## config.mk

```make
export PLATFORM = sky130hd
export DESIGN_NAME = ex_mul_unit
export DESIGN_NICKNAME = d
export VERILOG_FILES = /design/src/rtl/mul_pkg.sv /design/src/rtl/ex_mul_datapath.sv /design/src/rtl/ex_mul_unit.sv
export SDC_FILE = /design/constraint.sdc
export NUM_CORES = 1
export LEC_CHECK = 0
export ABC_AREA = 1
export BUFFER_PORTS_ARGS = -buffer_cell sky130_fd_sc_hd__buf_2
export CORE_MARGIN = 10
export CORE_UTILIZATION = 49
export CTS_CLUSTER_SIZE = 12
export DETAILED_ROUTE_END_ITERATION = 6
export MAX_ROUTING_LAYER = met4
export PLACE_DENSITY_LB_ADDON = 0.05
export SLEW_MARGIN = 5
export SYNTH_ARGS = -nofsm -noshare
export SYNTH_HDL_FRONTEND = slang
export SYNTH_SLANG_ARGS = --single-unit
```

## constraint.sdc

```tcl
create_clock -name clk -period 2.4 [get_ports clk]
set_input_delay 0.36 -clock clk [delete_from_list [all_inputs] [get_ports clk]]
set_output_delay 0.36 -clock clk [all_outputs]
set_load 0.01 [all_outputs]
```

## src/rtl/mul_pkg.sv

```systemverilog
// Shared definitions for the iterative multiply unit: op encodings, FSM states,
// iteration count and operand-signedness helpers.
package mul_pkg;

    typedef enum logic [1:0] {
        OP_MUL    = 2'b00,
        OP_MULH   = 2'b01,
        OP_MULHSU = 2'b10,
        OP_MULHU  = 2'b11
    } mul_op_e;

    typedef enum logic [1:0] {
        ST_IDLE = 2'b00,
        ST_CALC = 2'b01,
        ST_SIGN = 2'b10,
        ST_DONE = 2'b11
    } mul_state_e;

    localparam int MUL_ITER = 32;
    localparam int CNT_W    = 6;

    // rs1 is treated as signed for everything except MULHU
    function automatic logic op_a_signed(input mul_op_e op);
        return op != OP_MULHU;
    endfunction

    // rs2 is treated as signed only for MUL and MULH
    function automatic logic op_b_signed(input mul_op_e op);
        return (op == OP_MUL) || (op == OP_MULH);
    endfunction

endpackage

```

## src/rtl/ex_mul_datapath.sv

```systemverilog
// Radix-2 shift-add multiplier datapath: magnitude formation at load, one
// add/shift per step into a 64-bit accumulator, sign fix-up on the way out.
module ex_mul_datapath
    import mul_pkg::*;
(
    input  logic        clk,
    input  logic        reset,
    input  logic        load,
    input  logic        step,
    input  logic        a_signed,
    input  logic        b_signed,
    input  logic [31:0] operand_a,
    input  logic [31:0] operand_b,
    output logic [63:0] product
);

    logic [31:0] mcand;
    logic [63:0] acc;
    logic        neg;

    logic        a_neg;
    logic        b_neg;
    logic [31:0] a_mag;
    logic [31:0] b_mag;
    logic [32:0] partial;

    // magnitudes are taken before the loop so the loop itself is purely unsigned
    assign a_neg = a_signed & operand_a[31];
    assign b_neg = b_signed & operand_b[31];
    assign a_mag = a_neg ? (~operand_a + 32'd1) : operand_a;
    assign b_mag = b_neg ? (~operand_b + 32'd1) : operand_b;

    // upper half plus multiplicand when the current multiplier bit is set; carry kept
    assign partial = {1'b0, acc[63:32]} + (acc[0] ? {1'b0, mcand} : 33'd0);

    // low half starts as the multiplier and is shifted out as the product shifts in
    always_ff @(posedge clk or negedge reset) begin
        if (!reset) begin
            mcand <= '0;
            acc   <= '0;
            neg   <= 1'b0;
        end else if (load) begin
            mcand <= a_mag;
            acc   <= {32'd0, b_mag};
            neg   <= a_neg ^ b_neg;
        end else if (step) begin
            acc   <= {partial, acc[31:1]};
        end
    end

    // final two's-complement negate for a negative product
    assign product = neg ? (~acc + 64'd1) : acc;

endmodule

```

## src/rtl/ex_mul_unit.sv

```systemverilog
// Multi-cycle multiply unit for the EX stage: accepts a request from ID/EX,
// stalls the front of the pipe for 32 iterations plus a sign cycle, then
// pulses done with the selected product word.
module ex_mul_unit
    import mul_pkg::*;
(
    input  logic        clk,
    input  logic        reset,
    input  logic        start,
    input  logic        flush,
    input  logic [1:0]  op,
    input  logic [31:0] operand_a,
    input  logic [31:0] operand_b,
    input  logic [4:0]  rd_in,
    input  logic        reg_write_in,
    output logic        busy,
    output logic        stall,
    output logic        done,
    output logic [31:0] result,
    output logic [4:0]  rd_out,
    output logic        reg_write_out
);

    mul_state_e        state;
    mul_op_e           op_q;
    mul_op_e           op_in;
    logic [4:0]        rd_q;
    logic              rw_q;
    logic [CNT_W-1:0]  cnt;
    logic              accept;
    logic              step;
    logic [63:0]       product;

    assign op_in  = mul_op_e'(op);
    assign accept = (state == ST_IDLE) && start && !flush;
    assign step   = (state == ST_CALC) && !flush;

    assign busy  = (state == ST_CALC) || (state == ST_SIGN);
    // stall asserts in the request cycle itself so ID/EX holds the operands
    assign stall = accept || busy;

    ex_mul_datapath u_dp (
        .clk       (clk),
        .reset     (reset),
        .load      (accept),
        .step      (step),
        .a_signed  (op_a_signed(op_in)),
        .b_signed  (op_b_signed(op_in)),
        .operand_a (operand_a),
        .operand_b (operand_b),
        .product   (product)
    );

    // control FSM; result/rd_out only move in SIGN so a flush leaves them intact
    always_ff @(posedge clk or negedge reset) begin
        if (!reset) begin
            state         <= ST_IDLE;
            op_q          <= OP_MUL;
            rd_q          <= '0;
            rw_q          <= 1'b0;
            cnt           <= '0;
            done          <= 1'b0;
            reg_write_out <= 1'b0;
            result        <= '0;
            rd_out        <= '0;
        end else begin
            case (state)
                ST_IDLE: begin
                    done          <= 1'b0;
                    reg_write_out <= 1'b0;
                    if (accept) begin
                        op_q  <= op_in;
                        rd_q  <= rd_in;
                        rw_q  <= reg_write_in;
                        cnt   <= '0;
                        state <= ST_CALC;
                    end
                end
                ST_CALC: begin
                    if (flush) begin
                        state <= ST_IDLE;
                    end else begin
                        cnt <= cnt + 1'b1;
                        if (cnt == CNT_W'(MUL_ITER - 1))
                            state <= ST_SIGN;
                    end
                end
                ST_SIGN: begin
                    if (flush) begin
                        state <= ST_IDLE;
                    end else begin
                        result        <= (op_q == OP_MUL) ? product[31:0] : product[63:32];
                        rd_out        <= rd_q;
                        done          <= 1'b1;
                        reg_write_out <= rw_q;
                        state         <= ST_DONE;
                    end
                end
                ST_DONE: begin
                    // the completion pulse is already out; flush has nothing to cancel
                    done          <= 1'b0;
                    reg_write_out <= 1'b0;
                    state         <= ST_IDLE;
                end
                default: state <= ST_IDLE;
            endcase
        end
    end

endmodule

```

==> results.cfg, run 1 <==
[synth]
syn-mean-instance-area_um2 = 6.19
synth-async-reset-ratio_pct = 100
synth.most_common_cell = nand2_1
ys_seq_elements = 152
yosysWarningCount = 0
synth_commonest_cells = nand2_1 (611), nor2_1 (274), inv_1 (239), nand3_1 (187), o21ai_0 (162)
netlist_area_um2 = 12700
ys_types = 55
ys_seq_area_share_pct = 29.8
syn-num-nets = 2177
synth_area_leader_cell = dfrtp_1
synth.area.top_cells = dfrtp_1 (30%), nand2_1 (18%), nor2_1 (8.1%)
synthCells = 2061
synth_edf_count = 0
post-synth-top-area-fraction_pct = 29.8
dominantRegCellSynth = dfrtp_1

[cells_and_area]
antenna_cells = 0
fin_nets = 2295
drive_above_1_share_pct = 13.3
final_core_util_pct = 58.0
final_cells = 2522
area_growth_pct = 15.5

[clock_tree]
clock_path_buffers = 2
root_buffer = clkbuf_16
cts_tree = yes
clkLatencyLatePin_ps = 450
numClockSinks = 152
cts_buffers = 17
clkTransAtPathRegs_ps = 70
htreeDepth = 4

[power]
power_frac_seq_pct = 28.1
p_switching_w = 0.00905
internal_power_w = 0.00872
p_per_area_nw_per_um2 = 1210
vdd_drop_max_v = 0.000717
p_clk_share_pct = 16.0
switching_share_pct = 50.9
p_leak_nw = 7.53
pwr-share-comb_pct = 55.9

[placement]
numPortBuffers = 116
gp_congestion = 0.989
dpl.hpwl_mm = 35.7
dp_cells = 2488

[sta]
holdWs_ps = 115
fmaxAchievable_mhz = 432
rsz0062_at_grt = yes
max_slew_margin_pct = 52.0
fin_skew_ps = 13.0
fin_crit_ps = 2310
final_max_slew_viol_count = 0
worst_slew_pin_slew_ps = 719
setup_violations = 0
fin_crit_sh_pct = 96.4
hold_violations = 0

[worst_hold_path]
hp-class = input port to flop

[global_route]
grt_remaining_overflow = 0
antenna_found_initial = 0
grt_max_degree = 72
grt_pass1_wl_mm = 71.8
grt_pass1_vias = 13525
track_usage_pct = 27.6

[drt]
drt_iter0_drc = 1243
drc = 4
avgRoutedWirePerCell_um = 18.0
dr.pass1.iters = 7
num_vias = 14136
via_per_inst = 5.61
wl_mm = 45.4
final_antenna_net_count = 0

[status]
status = finished, violations left
violations = DRC

[critical_path]
worstSetupStartpointType = flop
cp_max_fo = 29
path_cells = buf_12 -> nand2_1 -> inv_1 -> ha_1 -> a21oi_1 -> o21ai_0 -> a21oi_1 -> buf_4 -> nand3b_1 -> nand3_1 -> nand2_1
max_stage_delay_ps = 440
end_kind = flop
slowest_stage = dfrtp_2
worstSetupPathType = flop to flop
required_ps = 2730
crit_arrival_ps = 2640

[die]
die_x_um = 181
dieArea_um2 = 32900
die_h_um = 181
ios = 117
start_util_pct = 50.2
rows = 58
core_um2 = 25400

[job]
cap_viol_max_count = 0
-- worst max-delay path, delay by kind of cell, from the launching register on --
kind / cells / cell delay, ps
AOI/OAI and AO/OA: 3 / 670
DFF: 1 / 440
buffers and inverters: 3 / 380
and+or+nand+nor: 4 / 350
adders and majority gates: 1 / 340
-- per-stage QoR --
stage	setup WS [ps]	TNS, ps	cell area (um^2)	total power (W)
6_report	86.0	0	14700	0.0178
5_1_grt	-31.9	-60.2	14700	0.0192
4_1_cts	20.5	0	14500	0.0174
3_5_place_dp	77.2	0	13900	0.0145
3_3_place_gp	136	0	13900	0.0144
2_1_floorplan	60.5	0	12700	0.0111
-- power groups by stage --
stage / Clock (W) / Sequential [W] / Combinational (W)
6_report: 0.00285 / 0.00499 / 0.00994
5_1_grt: 0.00300 / 0.00511 / 0.0111
4_1_cts: 0.00288 / 0.00492 / 0.00958
3_5_place_dp: 0 / 0.00495 / 0.00952
3_3_place_gp: 0 / 0.00494 / 0.00943
2_1_floorplan: 0 / 0.00466 / 0.00640
-- logic make-up (layout without fill, tap and decap cells) --
group                      count (synthesis)  in the layout  synth area share, %
and+or+nand+nor                         1172           1172                 39.1
adders and majority gates                 40             40                 3.98
muxes                                      1              1               0.0883
buffers and inverters                    306            437                 9.29
DFF                                      152            152                 29.8
AOI/OAI and AO/OA                        350            350                 15.0
xor gates and xnor gates                  40             40                 2.75
-- placed cells by master, fill, tap and decap left out, types with 4 or more instances in the layout --
| cell type | instances |
|---|---|
| nand4_1 | 22 |
| a21oi_1 | 110 |
| clkbuf_16 | 17 |
| nor3_1 | 20 |
| nand3_1 | 187 |
| buf_4 | 33 |
| inv_6 | 6 |
| buf_12 | 8 |
| or2_2 | 4 |
| xnor2_1 | 9 |
| o31ai_1 | 4 |
| inv_2 | 5 |
| o22ai_1 | 7 |
| o21ai_1 | 22 |
| nand2_1 | 602 |
| inv_1 | 239 |
| o21bai_1 | 6 |
| o21ai_0 | 154 |
| nand3b_1 | 8 |
| a22oi_1 | 6 |
| dfrtp_1 | 150 |
| xor2_1 | 31 |
| nor2_4 | 4 |
| ha_4 | 6 |
| nand2_2 | 15 |
| buf_2 | 115 |
| a21oi_2 | 11 |
| a31oi_1 | 8 |
| nor2_1 | 260 |
| ha_2 | 5 |
| ha_1 | 28 |
| nor2_2 | 28 |
-- registers in the layout, indices dropped and copies added (netlist names) --
register / count
cnt: 6
done: 1
op_q: 2
rd_out: 5
rd_q: 5
reg_write_out: 1
result: 32
rw_q: 1
state: 2
u_dp.acc: 64
u_dp.mcand: 32
u_dp.neg: 1
-- path summary, 6_finish.rpt --
| path | startpoint | to | cells after the start | slack (ps) |
|---|---|---|---|---|
| setup / recovery | u_dp.acc[0] | u_dp.acc[55] | 11 | 90 |
| hold / removal | rd_in[2] | rd_q[2] | 3 | 110 |
| setup reg to reg | u_dp.acc[0] | u_dp.acc[55] | 11 | 90 |
| hold reg to reg | rd_q[0] | rd_out[0] | 2 | 470 |
| max in group asynchronous | reset | u_dp.acc[59] | 3 | 1250 |
| min in group asynchronous | reset | cnt[3] | 2 | 440 |
-- layer usage --
metal  vias to the layer above  routed length (um)  track usage (%)
li1                       6889                   -                -
met3                        86                2610             3.26
met4                         0                1550             10.0
met5                         -                   0                -
met1                      6680               19100             33.4
met2                       481               22200             46.5
-- area by class of cell --
cell class	instances	area, um^2
fill	2605	10700
tap	330	413
timing repair buffer	159	1020
clock inverter	13	158
clock buffer	19	453
inverter	246	923
multi-input combinational	1603	7960
sequential	152	3810
-- timing repair --
action,4_1_cts,5_1_grt
setup buffers,0,1
resized for setup,0,55
setup endpoints to repair,0,24
hold endpoints to repair,54,0
hold buffers,1,0
Power figures use the tool's default switching activity.
==> inputs of run 2 (changes only) <==
- CTS_BUF_LIST: not set -> sky130_fd_sc_hd__clkbuf_16
==> results.cfg, run 2 (synthesis gave the netlist of run 1 again) <==
[power]
p_clk_share_pct = 15.7
p_per_area_nw_per_um2 = 1200
p_total_w = 0.0177
power_frac_seq_pct = 28.2
switching_share_pct = 51.1
internal_power_w = 0.00867
p_switching_w = 0.00906
p_leak_nw = 7.52
pwr-share-comb_pct = 56.1
vdd_drop_max_v = 0.000725

[clock_tree]
clock_path_buffers = 2
clkLatencyLatePin_ps = 450
htreeDepth = 4
numClockSinks = 152
root_buffer = clkbuf_16
clkTransAtPathRegs_ps = 70
cts_buffers = 17
cts_tree = yes

[die]
die_h_um = 181
core_um2 = 25400
dieArea_um2 = 32900
rows = 58
start_util_pct = 50.2
ios = 117
die_x_um = 181

[global_route]
gr-usage-met2_pct = 46.8
grt_remaining_overflow = 0
busiest_layer = met2
grt_pass1_vias = 13518
antenna_found_initial = 0
grt_util_met3_pct = 3.54
grt_max_degree = 72
grt_pass1_wl_mm = 72.0
track_usage_pct = 27.7
use_met1_pct = 33.4

[drt]
num_vias = 14044
drc = 0
avgRoutedWirePerCell_um = 18.0
final_antenna_net_count = 0
dr.pass1.iters = 6
drt_iter0_drc = 1212
via_per_inst = 5.57
wl_mm = 45.3

[sta]
fin_skew_ps = 18.0
worst_slew_pin_slew_ps = 736
rsz0062_at_grt = yes
final_max_slew_viol_count = 0
fin_crit_sh_pct = 96.4
layout_setup_ws_ps = 85.6
fin_crit_ps = 2310
max_slew_margin_pct = 50.9
fin_setup_tns_ps = 0
hold_violations = 0
fmaxAchievable_mhz = 432
setup_violations = 0

[cells_and_area]
area_growth_pct = 15.5
regMostFlops = u_dp.acc
most-common-layout-cells = nand2_1 (602), nor2_1 (260), inv_1 (239)
largest_reg_flops = 64
final_common_cell = nand2_1
multi_input_area_um2 = 7970
n_fill_cell = 2609
antenna_cells = 0
fin_nets = 2295
seqCellArea_um2 = 3810
biggestRegsByFlops = u_dp.acc x64, result x32, u_dp.mcand x32
fin_area_um2 = 14700
drive_above_1_share_pct = 13.2
final_core_util_pct = 58.0

[critical_path]
cp_max_fo = 29
end_kind = flop
crit_path_start = u_dp.acc[0]
worstRegToRegCells = 11
worstSetupPathType = flop to flop
rrSetupSlack_ps = 90
timing.rr.end = u_dp.acc[55]
worstSetupStartpointType = flop
crit_arrival_ps = 2640
required_ps = 2720
worstSetupEndpoint = u_dp.acc[55]
r2r_start = u_dp.acc[0]

[status]
status = finished clean

[placement]
place_area_um2 = 13900
gp_congestion = 0.989
place_ws_ps = 77.2
numPortBuffers = 116
dpl.hpwl_mm = 35.7

[job]
cap_viol_max_count = 0

[worst_hold_path]
hp-class = input port to flop
run 2: layout make-up:
type / instances / share of cell area, %
sequential: 152 / 25.9
timing repair buffer: 159 / 6.93
tap: 330 / 2.80
inverter: 246 / 6.27
clock inverter: 15 / 1.12
clock buffer: 17 / 2.89
multi-input combinational: 1603 / 54.1
run 2: metal layers:
layer | vias to the layer above | share of wire [%]
li1 | 6897 | -
met1 | 6571 | 42
met2 | 490 | 49
met3 | 86 | 6.0
met4 | 0 | 3.3
met5 | - | 0
run 2: power by group through the flow:
stage / clock network [W] / logic, W / registers [W]
2_1_floorplan: 0 / 0.00640 / 0.00466
3_3_place_gp: 0 / 0.00943 / 0.00494
3_5_place_dp: 0 / 0.00952 / 0.00495
4_1_cts: 0.00281 / 0.00958 / 0.00492
5_1_grt: 0.00294 / 0.0111 / 0.00511
6_report: 0.00279 / 0.00994 / 0.00499
run 2: through the flow:
step	std cells	hold WS, ps
after detailed placement	2488	364
final	2522	121
after global routing	2522	122
after global placement	2488	356
after CTS	2521	115
after floorplan	2061	64.4
run 2: critical path, stage by stage (launching register included):
cell and delay [ps]:
dfrtp_2 440, buf_12 170, nand2_1 130, inv_1 60, ha_1 340, a21oi_1 230
o21ai_0 210, a21oi_1 230, buf_4 150, nand3b_1 70, nand3_1 90, nand2_1 60
run 2: worst min-delay path by stage:
stage	cells past startpoint	endpoint	startpoint	slack [ps]
after floorplan	0	cnt[0]	reset	60
after global placement	1	cnt[2]	reset	360
after detailed placement	1	cnt[3]	reset	360
after CTS	3	rd_q[2]	rd_in[2]	110
after global routing	3	op_q[0]	op[0]	120
final	3	rd_q[2]	rd_in[2]	120
run 2: repair_timing:
item,in CTS,in global routing
hold buffers,1,0
setup buffers,0,1
endpoints found under the setup margin,0,24
gates resized for setup,0,56
endpoints found under the hold margin,54,0
